## src/rtl/cellrv32_npu_package.sv

```systemverilog
// rtl/cellrv32_npu_package.sv - NPU instruction formats, opcodes and dispatcher types
// Instruction words are 80 bits; LOAD_WEIGHT reinterprets the same word with a wider address field.
package cellrv32_npu_package;

  typedef struct packed {
    logic [7:0]  opcode;
    logic [23:0] src_addr;
    logic [23:0] dst_addr;
    logic [15:0] len;
    logic [7:0]  flags;
  } instruction_t;

  typedef struct packed {
    logic [7:0]  opcode;
    logic [39:0] wei_addr;
    logic [15:0] len;
    logic [15:0] rsvd;
  } weight_instruction_t;

  typedef enum logic [3:0] {
    ACT_LINEAR     = 4'h0,
    ACT_RELU       = 4'h1,
    ACT_RELU6      = 4'h2,
    ACT_LEAKY_RELU = 4'h3,
    ACT_ELU        = 4'h4,
    ACT_SELU       = 4'h5,
    ACT_GELU       = 4'h6,
    ACT_SIGMOID    = 4'h7,
    ACT_TANH       = 4'h8,
    ACT_SWISH      = 4'h9,
    ACT_SOFTPLUS   = 4'hA
  } activation_type_t;

  localparam logic [7:0] OPC_NOP         = 8'h00;
  localparam logic [7:0] OPC_LOAD_WEIGHT = 8'h08;
  localparam logic [7:0] OPC_MATMUL      = 8'h20;
  localparam logic [7:0] OPC_ACTIVATE    = 8'h80;
  localparam logic [7:0] OPC_SYNC        = 8'hFF;
  localparam logic [3:0] ACT_TYPE_LAST   = 4'hA;

  typedef enum logic [1:0] {
    DISP_IDLE,
    DISP_ISSUE,
    DISP_SYNC_WAIT
  } disp_state_t;

  typedef enum logic [1:0] {
    UNIT_WEI,
    UNIT_MMU,
    UNIT_ACT
  } unit_t;

  typedef enum logic [2:0] {
    CLS_NOP,
    CLS_WEI,
    CLS_MMU,
    CLS_ACT,
    CLS_SYNC,
    CLS_ILLEGAL
  } instr_class_t;

  function automatic instr_class_t decode_opcode(input logic [7:0] opc);
    instr_class_t cls;
    if (opc == OPC_NOP)                  cls = CLS_NOP;
    else if (opc == OPC_LOAD_WEIGHT)     cls = CLS_WEI;
    else if (opc == OPC_MATMUL)          cls = CLS_MMU;
    else if (opc == OPC_SYNC)            cls = CLS_SYNC;
    else if (opc[7:4] == OPC_ACTIVATE[7:4] && opc[3:0] <= ACT_TYPE_LAST)
                                         cls = CLS_ACT;
    else                                 cls = CLS_ILLEGAL;
    return cls;
  endfunction

endpackage

```

## src/rtl/cellrv32_npu_instr_fifo.sv

```systemverilog
// rtl/cellrv32_npu_instr_fifo.sv - instruction queue with first-word-fall-through head
// Pointers carry an extra wrap bit so full and empty are distinguishable at equal indices.
module cellrv32_npu_instr_fifo #(
  parameter int  DEPTH  = 4,
  parameter type data_t = logic [7:0]
) (
  input  logic  clk_i,
  input  logic  rstn_i,
  input  logic  push_i,
  input  data_t data_i,
  input  logic  pop_i,
  output data_t data_o,
  output logic  full_o,
  output logic  empty_o
);

  localparam int AW = $clog2(DEPTH);

  data_t       mem [DEPTH];
  logic [AW:0] wr_ptr;
  logic [AW:0] rd_ptr;

  assign empty_o = (wr_ptr == rd_ptr);
  assign full_o  = (wr_ptr[AW] != rd_ptr[AW]) && (wr_ptr[AW-1:0] == rd_ptr[AW-1:0]);
  assign data_o  = mem[rd_ptr[AW-1:0]];

  always_ff @(posedge clk_i or negedge rstn_i) begin
    if (!rstn_i) begin
      wr_ptr <= '0;
      rd_ptr <= '0;
    end else begin
      if (push_i && !full_o) wr_ptr <= wr_ptr + 1'b1;
      if (pop_i && !empty_o) rd_ptr <= rd_ptr + 1'b1;
    end
  end

  always_ff @(posedge clk_i) begin
    if (push_i && !full_o) mem[wr_ptr[AW-1:0]] <= data_i;
  end

endmodule

```

## src/rtl/cellrv32_npu_instr_dispatcher.sv

```systemverilog
// rtl/cellrv32_npu_instr_dispatcher.sv - queues host instructions and issues them to weight/MMU/activation units
// Only one unit handshake is open at a time; per-unit busy flags enforce data dependencies.
module cellrv32_npu_instr_dispatcher
  import cellrv32_npu_package::*;
#(
  parameter int FIFO_DEPTH = 4
) (
  input  logic                clk_i,
  input  logic                rstn_i,
  input  logic                instr_valid_i,
  input  instruction_t        instr_i,
  output logic                instr_ready_o,
  output logic                wei_valid_o,
  output weight_instruction_t wei_instr_o,
  input  logic                wei_ready_i,
  input  logic                wei_done_i,
  output logic                mmu_valid_o,
  output instruction_t        mmu_instr_o,
  input  logic                mmu_ready_i,
  input  logic                mmu_done_i,
  output logic                act_valid_o,
  output instruction_t        act_instr_o,
  output activation_type_t    act_type_o,
  input  logic                act_ready_i,
  input  logic                act_done_i,
  output logic                sync_o,
  output logic                err_o,
  output logic                busy_o
);

  instruction_t head;
  logic         q_full;
  logic         q_empty;
  logic         q_push;
  logic         q_pop;

  disp_state_t  state, state_n;
  unit_t        unit, unit_n;
  instr_class_t head_cls;
  logic         wei_busy, mmu_busy, act_busy;
  logic         load_wei, load_mmu, load_act;
  logic         err_n, sync_n;
  logic         issue_ready;
  logic         accept;

  // Ready is forced low while in reset so every output reads 0 until release.
  assign instr_ready_o = rstn_i & ~q_full;
  assign q_push        = instr_valid_i & instr_ready_o;
  assign head_cls      = decode_opcode(head.opcode);

  cellrv32_npu_instr_fifo #(
    .DEPTH  (FIFO_DEPTH),
    .data_t (instruction_t)
  ) u_fifo (
    .clk_i   (clk_i),
    .rstn_i  (rstn_i),
    .push_i  (q_push),
    .data_i  (instr_i),
    .pop_i   (q_pop),
    .data_o  (head),
    .full_o  (q_full),
    .empty_o (q_empty)
  );

  always_comb begin
    case (unit)
      UNIT_WEI: issue_ready = wei_ready_i;
      UNIT_MMU: issue_ready = mmu_ready_i;
      default:  issue_ready = act_ready_i;
    endcase
  end

  always_comb begin
    state_n  = state;
    unit_n   = unit;
    q_pop    = 1'b0;
    load_wei = 1'b0;
    load_mmu = 1'b0;
    load_act = 1'b0;
    err_n    = 1'b0;
    sync_n   = 1'b0;
    case (state)
      DISP_IDLE: begin
        if (!q_empty) begin
          case (head_cls)
            CLS_NOP: q_pop = 1'b1;
            CLS_ILLEGAL: begin
              q_pop = 1'b1;
              err_n = 1'b1;
            end
            CLS_WEI: begin
              if (!wei_busy) begin
                q_pop    = 1'b1;
                load_wei = 1'b1;
                unit_n   = UNIT_WEI;
                state_n  = DISP_ISSUE;
              end
            end
            CLS_MMU: begin
              if (!wei_busy && !mmu_busy) begin
                q_pop    = 1'b1;
                load_mmu = 1'b1;
                unit_n   = UNIT_MMU;
                state_n  = DISP_ISSUE;
              end
            end
            CLS_ACT: begin
              if (!mmu_busy && !act_busy) begin
                q_pop    = 1'b1;
                load_act = 1'b1;
                unit_n   = UNIT_ACT;
                state_n  = DISP_ISSUE;
              end
            end
            CLS_SYNC: begin
              q_pop   = 1'b1;
              state_n = DISP_SYNC_WAIT;
            end
            default: ;
          endcase
        end
      end
      DISP_ISSUE: begin
        if (issue_ready) state_n = DISP_IDLE;
      end
      DISP_SYNC_WAIT: begin
        if (!wei_busy && !mmu_busy && !act_busy) begin
          sync_n  = 1'b1;
          state_n = DISP_IDLE;
        end
      end
      default: state_n = DISP_IDLE;
    endcase
  end

  assign accept      = (state == DISP_ISSUE) && issue_ready;
  assign wei_valid_o = (state == DISP_ISSUE) && (unit == UNIT_WEI);
  assign mmu_valid_o = (state == DISP_ISSUE) && (unit == UNIT_MMU);
  assign act_valid_o = (state == DISP_ISSUE) && (unit == UNIT_ACT);
  assign busy_o      = !q_empty || (state != DISP_IDLE) || wei_busy || mmu_busy || act_busy;

  always_ff @(posedge clk_i or negedge rstn_i) begin
    if (!rstn_i) begin
      state       <= DISP_IDLE;
      unit        <= UNIT_WEI;
      wei_instr_o <= '0;
      mmu_instr_o <= '0;
      act_instr_o <= '0;
      act_type_o  <= ACT_LINEAR;
      err_o       <= 1'b0;
      sync_o      <= 1'b0;
      wei_busy    <= 1'b0;
      mmu_busy    <= 1'b0;
      act_busy    <= 1'b0;
    end else begin
      state  <= state_n;
      unit   <= unit_n;
      err_o  <= err_n;
      sync_o <= sync_n;
      if (load_wei) wei_instr_o <= weight_instruction_t'(head);
      if (load_mmu) mmu_instr_o <= head;
      if (load_act) begin
        act_instr_o <= head;
        act_type_o  <= activation_type_t'(head.opcode[3:0]);
      end
      // A fresh accept wins over a coincident done on the same unit.
      wei_busy <= (accept && unit == UNIT_WEI) || (wei_busy && !wei_done_i);
      mmu_busy <= (accept && unit == UNIT_MMU) || (mmu_busy && !mmu_done_i);
      act_busy <= (accept && unit == UNIT_ACT) || (act_busy && !act_done_i);
    end
  end

endmodule

```

## config.mk

```make
export PLATFORM = sky130hd
export DESIGN_NAME = cellrv32_npu_instr_dispatcher
export DESIGN_NICKNAME = d
export VERILOG_FILES = /design/src/rtl/cellrv32_npu_package.sv /design/src/rtl/cellrv32_npu_instr_fifo.sv /design/src/rtl/cellrv32_npu_instr_dispatcher.sv
export SDC_FILE = /design/constraint.sdc
export NUM_CORES = 1
export LEC_CHECK = 0
export CORE_MARGIN = 5
export CORE_UTILIZATION = 40
export DETAILED_ROUTE_END_ITERATION = 16
export PLACE_DENSITY = 0.63
export REMOVE_ABC_BUFFERS = 1
export SETUP_SLACK_MARGIN = 0.3
export SLEW_MARGIN = 20
export SYNTH_ARGS = -nofsm -noshare
export SYNTH_HDL_FRONTEND = slang
export SYNTH_SLANG_ARGS = --single-unit
```

## constraint.sdc

```tcl
create_clock -name clk_i -period 5.16 [get_ports clk_i]
set_clock_uncertainty 0.15 [all_clocks]
set_input_delay 1.29 -clock clk_i [delete_from_list [all_inputs] [get_ports clk_i]]
set_output_delay 1.29 -clock clk_i [all_outputs]
set_load 0.05 [all_outputs]
```

# Word-level counts from Yosys, hierarchy flattened

Memories as Yosys holds them, arrays and structs flattened.
Index checks and enable logic that the tools add are counted.

Register bits: 259
Latch bits: 0
RAM bits: 320
Bits in read-only memories: 0
Output and inout bits: 251
Word-level logic and storage cells: 138
Memories kept: 1

$add $sub $neg: 2
$mul: 0
Div/mod/pow operators: 0
Order comparisons: 1
Equality and inequality tests: 26
Shifts and indexed selects: 0
Multiplexer cells: 39
Bitwise operators: 4
Reduce and logical (&&, ||, !) cells: 41

Memories:

| memory     | words | width | rd ports | clocked after Yosys merged registers in | wr ports | line                          | RTL |
|---|---|---|---|---|---|---|---|
| u_fifo.mem | 4     | 80    | 1        | 0                                       | 1        | cellrv32_npu_instr_fifo.sv:19 | `data_t mem [DEPTH];` |

Operators by type and width:

| operator              | number |
|---|---|
| $mux W1               | 21 |
| $logic_and A1 B1 Y1   | 17 |
| $mux W2               | 8 |
| $mux W3               | 5 |
| $ne A2 B2 Y1 const B  | 6 |
| $pmux W2 S3           | 2 |
| $ne A3 B3 Y1 const B  | 3 |
| $eq A8 B4 Y1 const B  | 1 |
| $eq A8 B6 Y1 const B  | 1 |
| $eq A8 B8 Y1 const B  | 1 |
| $logic_not A1 Y1      | 8 |
| $logic_not A8 Y1      | 1 |
| $pmux W2 S4           | 1 |
| $logic_or A1 B1 Y1    | 7 |
| $reduce_and A7 Y1     | 1 |
| $add A3 B1 Y3 const B | 2 |
| $eq A3 B2 Y1 const B  | 2 |
| $eq A3 B3 Y1 const B  | 2 |
| $reduce_and A6 Y1     | 1 |
| $ne A5 B1 Y1 const B  | 1 |
| $eq A2 B1 Y1 const B  | 2 |
| $eq A2 B2 Y1 const B  | 2 |
| $eq A4 B4 Y1 const B  | 1 |
| $le A4 B4 Y1 const B  | 1 |
| 13 further kinds      | 16 |

# Logic depth before layout (Yosys ltp)

Gate-level depths: netlist of run 1.
An unclocked memory read counts as a cell.

Depth after elaboration: 14
Mapped depth: 10
Depth with buffers taken out: 6

# Cells and area by module

From an unflattened synthesis of run 1, not the netlist that was laid out.

Cell total of the unflattened synthesis: 1,049
Area, all modules: 21,733.3 µm²

By module, submodules not included:

| module                        | times used | cells an instance | area an instance (µm²) | seq. area each (µm²) |
|---|---|---|---|---|
| cellrv32_npu_instr_fifo       | 1          | 468               | 12,010.3               | 9,759.4 |
| cellrv32_npu_instr_dispatcher | 1          | 581               | 9,723.1                | 6,231.0 |

# Least setup slack after synthesis of run 1

OpenSTA, ideal clock, no wires.

Kind: input-to-reg
From: input port rstn_i
To: memory u_fifo.mem[3][0] (netlist bit) (enable)
Library setup time: 0.449 ns
Arrival: 3.807 ns
Data required time: 4.561 ns
Slack: 0.754 ns
Stages: 2
Buffers on the path: 0
Path through: o21a_1 -> and3_1

Longest elaborated chain between the ends: 5

Ends and longest elaborated chain:

| item                          | line                                | RTL |
|---|---|---|
| from (decl)                   | cellrv32_npu_instr_dispatcher.sv:9  | `input logic rstn_i,` |
| $and A1 B1 Y1                 | cellrv32_npu_instr_dispatcher.sv:47 | `assign instr_ready_o = rstn_i & ~q_full;` |
| $and A1 B1 Y1                 | cellrv32_npu_instr_dispatcher.sv:48 | `assign q_push = instr_valid_i & instr_ready_o;` |
| $logic_and A1 B1 Y1           | cellrv32_npu_instr_fifo.sv:38       | `if (push_i && !full_o) mem[wr_ptr[AW-1:0]] <= data_i;` |
| $mux W1                       | cellrv32_npu_instr_fifo.sv:38       |  |
| $mux W1 (not written as such) | cellrv32_npu_instr_fifo.sv:38       |  |
| to (decl)                     | cellrv32_npu_instr_fifo.sv:19       |  |

Every way passes these cells.

# Worst setup path in the final report of run 1

From: register u_fifo.rd_ptr[0]
To: output port busy_o

Longest elaborated chain between the ends: 6

Ends and longest elaborated chain:

| item                            | line                                 | RTL |
|---|---|---|
| from (decl)                     | cellrv32_npu_instr_fifo.sv:21        | `logic [AW:0] rd_ptr;` |
| from (signal assigned)          | cellrv32_npu_instr_fifo.sv:33        | `if (pop_i && !empty_o) rd_ptr <= rd_ptr + 1'b1;` |
| $eq A3 B3 Y1                    | cellrv32_npu_instr_fifo.sv:23        | `assign empty_o = (wr_ptr == rd_ptr);` |
| $logic_not A1 Y1                | cellrv32_npu_instr_dispatcher.sv:140 | `assign busy_o = !q_empty \|\| (state != DISP_IDLE) \|\| wei_busy \|\| mmu_busy \|\| act_busy;` |
| $logic_or A1 B1 Y1 (4 in a row) | cellrv32_npu_instr_dispatcher.sv:140 |  |
| to (decl)                       | cellrv32_npu_instr_dispatcher.sv:28  | `output logic busy_o` |

Every way passes these cells.

==> metrics.cfg, run 1 <==
[power_and_ir_drop]
peakVddDrop_mv=0.3930
p_leak_nw=10.96
p_per_area_mw_per_mm2=647.0

[timing]
finalSetupTns_ps=0
post-route-min-period_ps=4088
hold_violations=0
post-route-period-util_pct=79.23
worst_slew_pin_slew_ps=964.7
setup_violations=0
fmax_mhz=244.6
timing.hold.ws_ps=325.4
rsz0062_at_grt=no
slew_headroom_pct=35.68
final_max_slew_viol_count=0

[drt]
vias=10810
wl_per_cell_um=21.87
via_per_inst=5.029
dr.pass1.iters=4
wl_mm=47.00
ant_nets=0
first_iter_violations=474
drcViolationCount=0

[clocking]
cts_resized=0
path_clk_slew_ps=60
hold_buffers=0
clock_sinks=575
numCtsBuffers=59
cts_tree=built
postCtsSetupBuffers=0
cts_max_level=2
cts_root_buf=clkbuf_16
clkLatencyLatePin_ps=600
cts_buffer_depth=3

[setup_path]
cpPeakStageDelay_ps=730
setup.worst_path.start_class=flop
cp_max_fo=17
crit_path_end_kind=output pin
cp_data_arrival_time_ps=2650
path_class=flop to output pin
path_cells=xnor2_1, and3_1, nand3_1, clkdlybuf4s50_1
crit_path_top_delay_cell=clkdlybuf4s50_1
cp.required_ps=3720

[placed_design]
numPortBuffers=339
place_area_mm2=0.02588
place_hpwl_mm=30.42
gp_congestion=0.7711
dp.cells=2036

[cells_and_area]
mostFrequentLayoutCells=337 x clkdlybuf4s50_1, 320 x edfxtp_1, 253 x dfrtp_1, 135 x mux2_2, 81 x mux4_2
utilization_pct=51.75
final_common_cell=clkdlybuf4s50_1
drive_gt1_share_pct=28.10
nFillCells=4272
nNetsFinal=1495
fin_cells=2149
postLayoutCellArea_mm2=0.02785
area_growth_pct=28.35

[logic_synthesis]
async_reset_ff_share_pct=44.35
synth_area_leaders=edfxtp_1 44%, dfrtp_1 29%, mux4_2 8.4%, mux2_2 7.0%, mux2_4 5.1%
synth_edf_count=320
synth-seq-cells=575
syn_area_mm2=0.02170
ys_seq_area_share_pct=73.70
yosys.cell_types.count=47
syn_inst=1031
synth_top_flop_cell=edfxtp_1
synth_largest_area_cell=edfxtp_1
postSynthAreaPerCell_um2=21.04
ys_warn_count=0
synth_top_area_share_pct=44.29

[die]
io-pin-count=340
die_w_um=242.9
die_h_um=242.9
start_util_pct=40.32
rows=85
die-area_mm2=0.05900
fp.coreArea_mm2=0.05381

[run]
max-cap-violations=0

[global_route]
grt_max_degree=71
grt_overflow=0
grt_use_total_pct=15.90
grt_pass1_wl_mm=73.69
antenna_found_initial=3
grt_pass1_vias=11860

[worst_hold_path]
hp-class=flop to flop

[outcome]
status=completed

## through the flow
stage | setup slack, ps | power [W]
finish | 1072 | 0.01802
CTS | 1004 | 0.01828
global placement | 1549 | 0.01391
floorplan | -3044 | 0.01157
global route | 921.1 | 0.01882
detailed placement | 1508 | 0.01399
## layer usage
layer / up-vias / track usage, % / part of all wire, % / wire length, um
met5: - / 0 / 0.066 / 31
met4: 4 / 3.855 / 2.1 / 1009
met3: 82 / 3.971 / 5.1 / 2383
met2: 256 / 27.90 / 51 / 24180
met1: 5706 / 19.98 / 41 / 19400
li1: 4759 / - / - / -
## registers in the layout (all words and copies together) (netlist names)
name,flops
act_busy,1
act_instr_o,80
err_o,1
mmu_busy,1
mmu_instr_o,80
state,2
sync_o,1
u_fifo.mem,320
u_fifo.rd_ptr,3
u_fifo.wr_ptr,3
unit,2
wei_busy,1
wei_instr_o,80
## logic make-up (layout without fill, tap and decap cells)
kind of cell | after synthesis | in the layout | share of synthesized area [%]
DFF | 575 | 575 | 73.70
muxes | 308 | 308 | 21.45
and+or+nand+nor | 59 | 59 | 1.649
buffers and inverters | 53 | 474 | 1.621
AOI/OAI and AO/OA | 20 | 20 | 0.8421
xor gates and xnor gates | 11 | 11 | 0.4440
adders and majority gates | 5 | 5 | 0.2884
other | 0 | 1 | 0
## final timing paths
kind / start / end / slack [ps] / depth (start not counted)
setup / recovery: u_fifo.rd_ptr[0]$_DFFE_PN0P_ / busy_o / 1070 / 4
hold / removal: act_instr_o[79]$_DFFE_PN0P_ / act_instr_o[79]$_DFFE_PN0P_ / 330 / 1
setup reg to reg: u_fifo.rd_ptr[0]$_DFFE_PN0P_ / mmu_instr_o[68]$_DFFE_PN0P_ / 1560 / 7
hold reg to reg: act_instr_o[79]$_DFFE_PN0P_ / act_instr_o[79]$_DFFE_PN0P_ / 330 / 1
max in group asynchronous: rstn_i / mmu_instr_o[13]$_DFFE_PN0P_ / 2590 / 3
min in group asynchronous: rstn_i / wei_instr_o[75]$_DFFE_PN0P_ / 360 / 1
## cells in the mapped netlist, drive strengths merged (2+ instances only)
cell / n
nand2b: 5
mux2i: 3
dfrtp: 255
mux4: 81
nand3: 5
o21ai: 2
mux2: 224
ha: 5
edfxtp: 320
and3: 5
nor2: 4
buf: 34
a21oi: 2
xnor2: 10
a211oi: 3
and2: 17
clkbuf: 14
nor4: 2
o211ai: 2
inv: 5
nor3: 3
nand2: 10
or4: 2
nor3b: 2
o2bb2ai: 3
## cell type report
class / count / area (um2) / share of cell area [%]
Clock inverter: 21 / 214.0 / 0.7683
Clock buffer: 91 / 1750 / 6.286
Tap cell: 696 / 870.8 / 3.127
Timing Repair Buffer: 357 / 3606 / 12.95
Inverter: 5 / 18.77 / 0.06740
Sequential cell: 575 / 16000 / 57.45
Multi-Input combinational cell: 403 / 5386 / 19.34
Antenna cell: 1 / 2.502 / 0.008986
## power breakdown
| part | switching, W | internal [W] | leakage [nW] | total [W] |
|---|---|---|---|---|
| Sequential | 0.000580 | 0.00594 | 6.27 | 0.00652 |
| Combinational | 0.00440 | 0.00287 | 3.74 | 0.00727 |
| Clock | 0.00170 | 0.00253 | 0.950 | 0.00423 |
## critical path: cells and delay by family (launching register included)
family | cells | cell delay, ps
xor+xnor | 1 | 380
flops | 1 | 610
buf+inv | 1 | 730
simple gates | 2 | 310
Power figures use the tool's default switching activity.
==> run 2, diff against run 1 <==
PLACE_DENSITY = 0.66   (was 0.63)
clock period = 3.48 ns   (was 5.16 ns; I/O delays follow)
==> run 2 against run 1 <==
  * Sequential share of layout area fell by 0.92 points
  * Final area increased by 1.6%
  * Final cell count rose by 1.3%
  * Wire length up 3.6%
  * Worst hold slack got worse by 180 ps
  * Utilization increased by 0.84 points
  * Combinational power grew 53%
  * Highest routed layer unchanged
==> metrics.cfg, run 2 (synthesis results as in run 1) <==
[timing]
slew_headroom_pct=40.78  ; was 35.68%
setup_violations=0  ; unchanged
hold_violations=0  ; unchanged
timing.hold.ws_ps=144.3  ; was 325.4 ps
finalSetupTns_ps=0  ; unchanged
post-route-period-util_pct=90.97
fmax_mhz=315.9
post-route-min-period_ps=3166
rsz0062_at_grt=yes  ; was no
worst_slew_pin_slew_ps=888.2  ; was 964.7 ps
final_max_slew_viol_count=0  ; unchanged

[die]
die_w_um=242.9  ; unchanged
die-area_mm2=0.05900  ; unchanged
io-pin-count=340  ; unchanged
rows=85  ; unchanged
start_util_pct=40.32  ; unchanged
fp.coreArea_mm2=0.05381  ; unchanged
die_h_um=242.9  ; unchanged

[cells_and_area]
utilization_pct=52.59  ; was 51.75%
largest_register_ffs=320  ; unchanged
fin_cells=2176  ; was 2149
nFillCells=4261  ; was 4272
drive_gt1_share_pct=30.69  ; was 28.10%
mostFrequentLayoutCells=333 x clkdlybuf4s50_1, 320 x edfxtp_1, 253 x dfrtp_1, 135 x mux2_2, 81 x mux4_2  ; was 337 x clkdlybuf4s50_1, 320 x edfxtp_1, 253 x dfrtp_1, 135 x mux2_2, 81 x mux4_2
area_growth_pct=30.44  ; was 28.35%
final_common_cell=clkdlybuf4s50_1  ; unchanged
nNetsFinal=1519  ; was 1495

[setup_path]
path_class=flop to flop  ; was flop to output pin
cp_data_arrival_time_ps=3500  ; was 2650 ps
cp_max_fo=8  ; was 17
path_cells=mux4_2, or4_4, nor2_4, buf_6, nand4b_1, buf_4, clkbuf_16, buf_6, mux2_4  ; was xnor2_1, and3_1, nand3_1, clkdlybuf4s50_1
critPathTopFamily=simple AND/OR/NAND/NOR gates  ; was buffers and inverters
cpPeakStageDelay_ps=570  ; was 730 ps
setup.worst_path.start_class=flop  ; unchanged
critPathMostFrequentCell=buf_6
cp.buffers_inverters=4  ; was 1
cp.required_ps=3810  ; was 3720 ps
crit_path_top_delay_cell=or4_4  ; was clkdlybuf4s50_1
crit_path_end_kind=flop  ; was output pin

[run]
max-cap-violations=0  ; unchanged

[placed_design]
dp.cells=2043  ; was 2036
place_hpwl_mm=30.07  ; was 30.42 mm
numPortBuffers=339  ; unchanged
gp_congestion=0.7694  ; was 0.7711

[drt]
first_iter_violations=473  ; was 474
drcViolationCount=0  ; unchanged
dr.pass1.iters=4  ; unchanged
vias=10900  ; was 10810
wl_mm=48.69  ; was 47.00 mm
wl_per_cell_um=22.38  ; was 21.87 um
ant_nets=0  ; unchanged
via_per_inst=5.007  ; was 5.029

[global_route]
antenna_found_initial=5  ; was 3
grt_pass1_vias=11890  ; was 11860
grt_overflow=0  ; unchanged
grt_pass1_wl_mm=73.93  ; was 73.69 mm
grt_max_degree=131  ; was 71
grt_use_total_pct=16.08  ; was 15.90%

[clocking]
cts_tree=built  ; unchanged
cts_root_buf=clkbuf_16  ; unchanged
hold_buffers=0  ; unchanged
numCtsBuffers=59  ; unchanged
clkLatencyLatePin_ps=600  ; about the same
clock_sinks=575  ; unchanged
cts_max_level=2  ; unchanged
path_clk_slew_ps=60  ; about the same
cts_buffer_depth=3  ; unchanged

[power_and_ir_drop]
p_per_area_mw_per_mm2=958.5  ; was 647.0 mW/mm2
peakVddDrop_mv=0.5495  ; was 0.3930 mV
p_leak_nw=11.23  ; was 10.96 nW
p_total_w=0.02713  ; was 0.01802 W

[worst_hold_path]
hp-class=input pin to async pin  ; was flop to flop

[outcome]
status=completed  ; unchanged

==> run 2: stage by stage <==
stage               setup slack, ps  area, um2
finish                        314.3      28300
global route                  231.8      28300
CTS                           192.3      28080
detailed placement            203.3      26000
global placement              233.7      26000
floorplan                     -4724      21360
==> run 2: worst paths after layout <==
kind / startpoint / to / slack [ps] / cells past startpoint
hold / removal: rstn_i / mmu_instr_o[10]$_DFFE_PN0P_ / 140 / 2
max in group asynchronous: rstn_i / act_instr_o[34]$_DFFE_PN0P_ / 1780 / 3
setup / recovery: u_fifo.rd_ptr[0]$_DFFE_PN0P_ / mmu_instr_o[50]$_DFFE_PN0P_ / 310 / 9
setup reg to reg: u_fifo.rd_ptr[0]$_DFFE_PN0P_ / mmu_instr_o[50]$_DFFE_PN0P_ / 310 / 9
hold reg to reg: wei_instr_o[73]$_DFFE_PN0P_ / wei_instr_o[73]$_DFFE_PN0P_ / 330 / 1
min in group clk_i: wei_instr_o[73]$_DFFE_PN0P_ / wei_instr_o[73]$_DFFE_PN0P_ / 330 / 1
==> run 2: cell type report <==
| class | count | area (um2) | area share (%) |
|---|---|---|---|
| flip-flops and latches | 575 | 16000 | 56.53 |
| multi-input cells | 403 | 5444 | 19.24 |
| repair buffers | 381 | 3946 | 13.94 |
| clock buffers | 78 | 1693 | 5.982 |
| well taps | 696 | 870.8 | 3.077 |
| clock inverters | 34 | 320.3 | 1.132 |
| inverters | 5 | 18.77 | 0.06632 |
| diodes | 4 | 10.01 | 0.03537 |
==> run 2: what timing repair did <==
action | in CTS | in global routing
pin swaps | 0 | 2
cloned | 0 | 4
resized for setup | 8 | 18
buffers inserted | 7 | 6
setup endpoints to repair | 60 | 84
==> run 2: layer usage <==
metal | GRT usage (%) | vias up | wire, um
met5 | 0 | - | 12
met4 | 3.989 | 2 | 1006
met3 | 4.257 | 69 | 2654
met2 | 27.05 | 263 | 24120
met1 | 21.07 | 5741 | 20900
li1 | - | 4821 | -
==> run 2: power breakdown <==
group	total (W)	leakage [nW]	switching, W	internal [W]
combinational	0.0111	3.98	0.00665	0.00441
sequential	0.00967	6.27	0.000860	0.00881
clock	0.00640	0.981	0.00260	0.00379
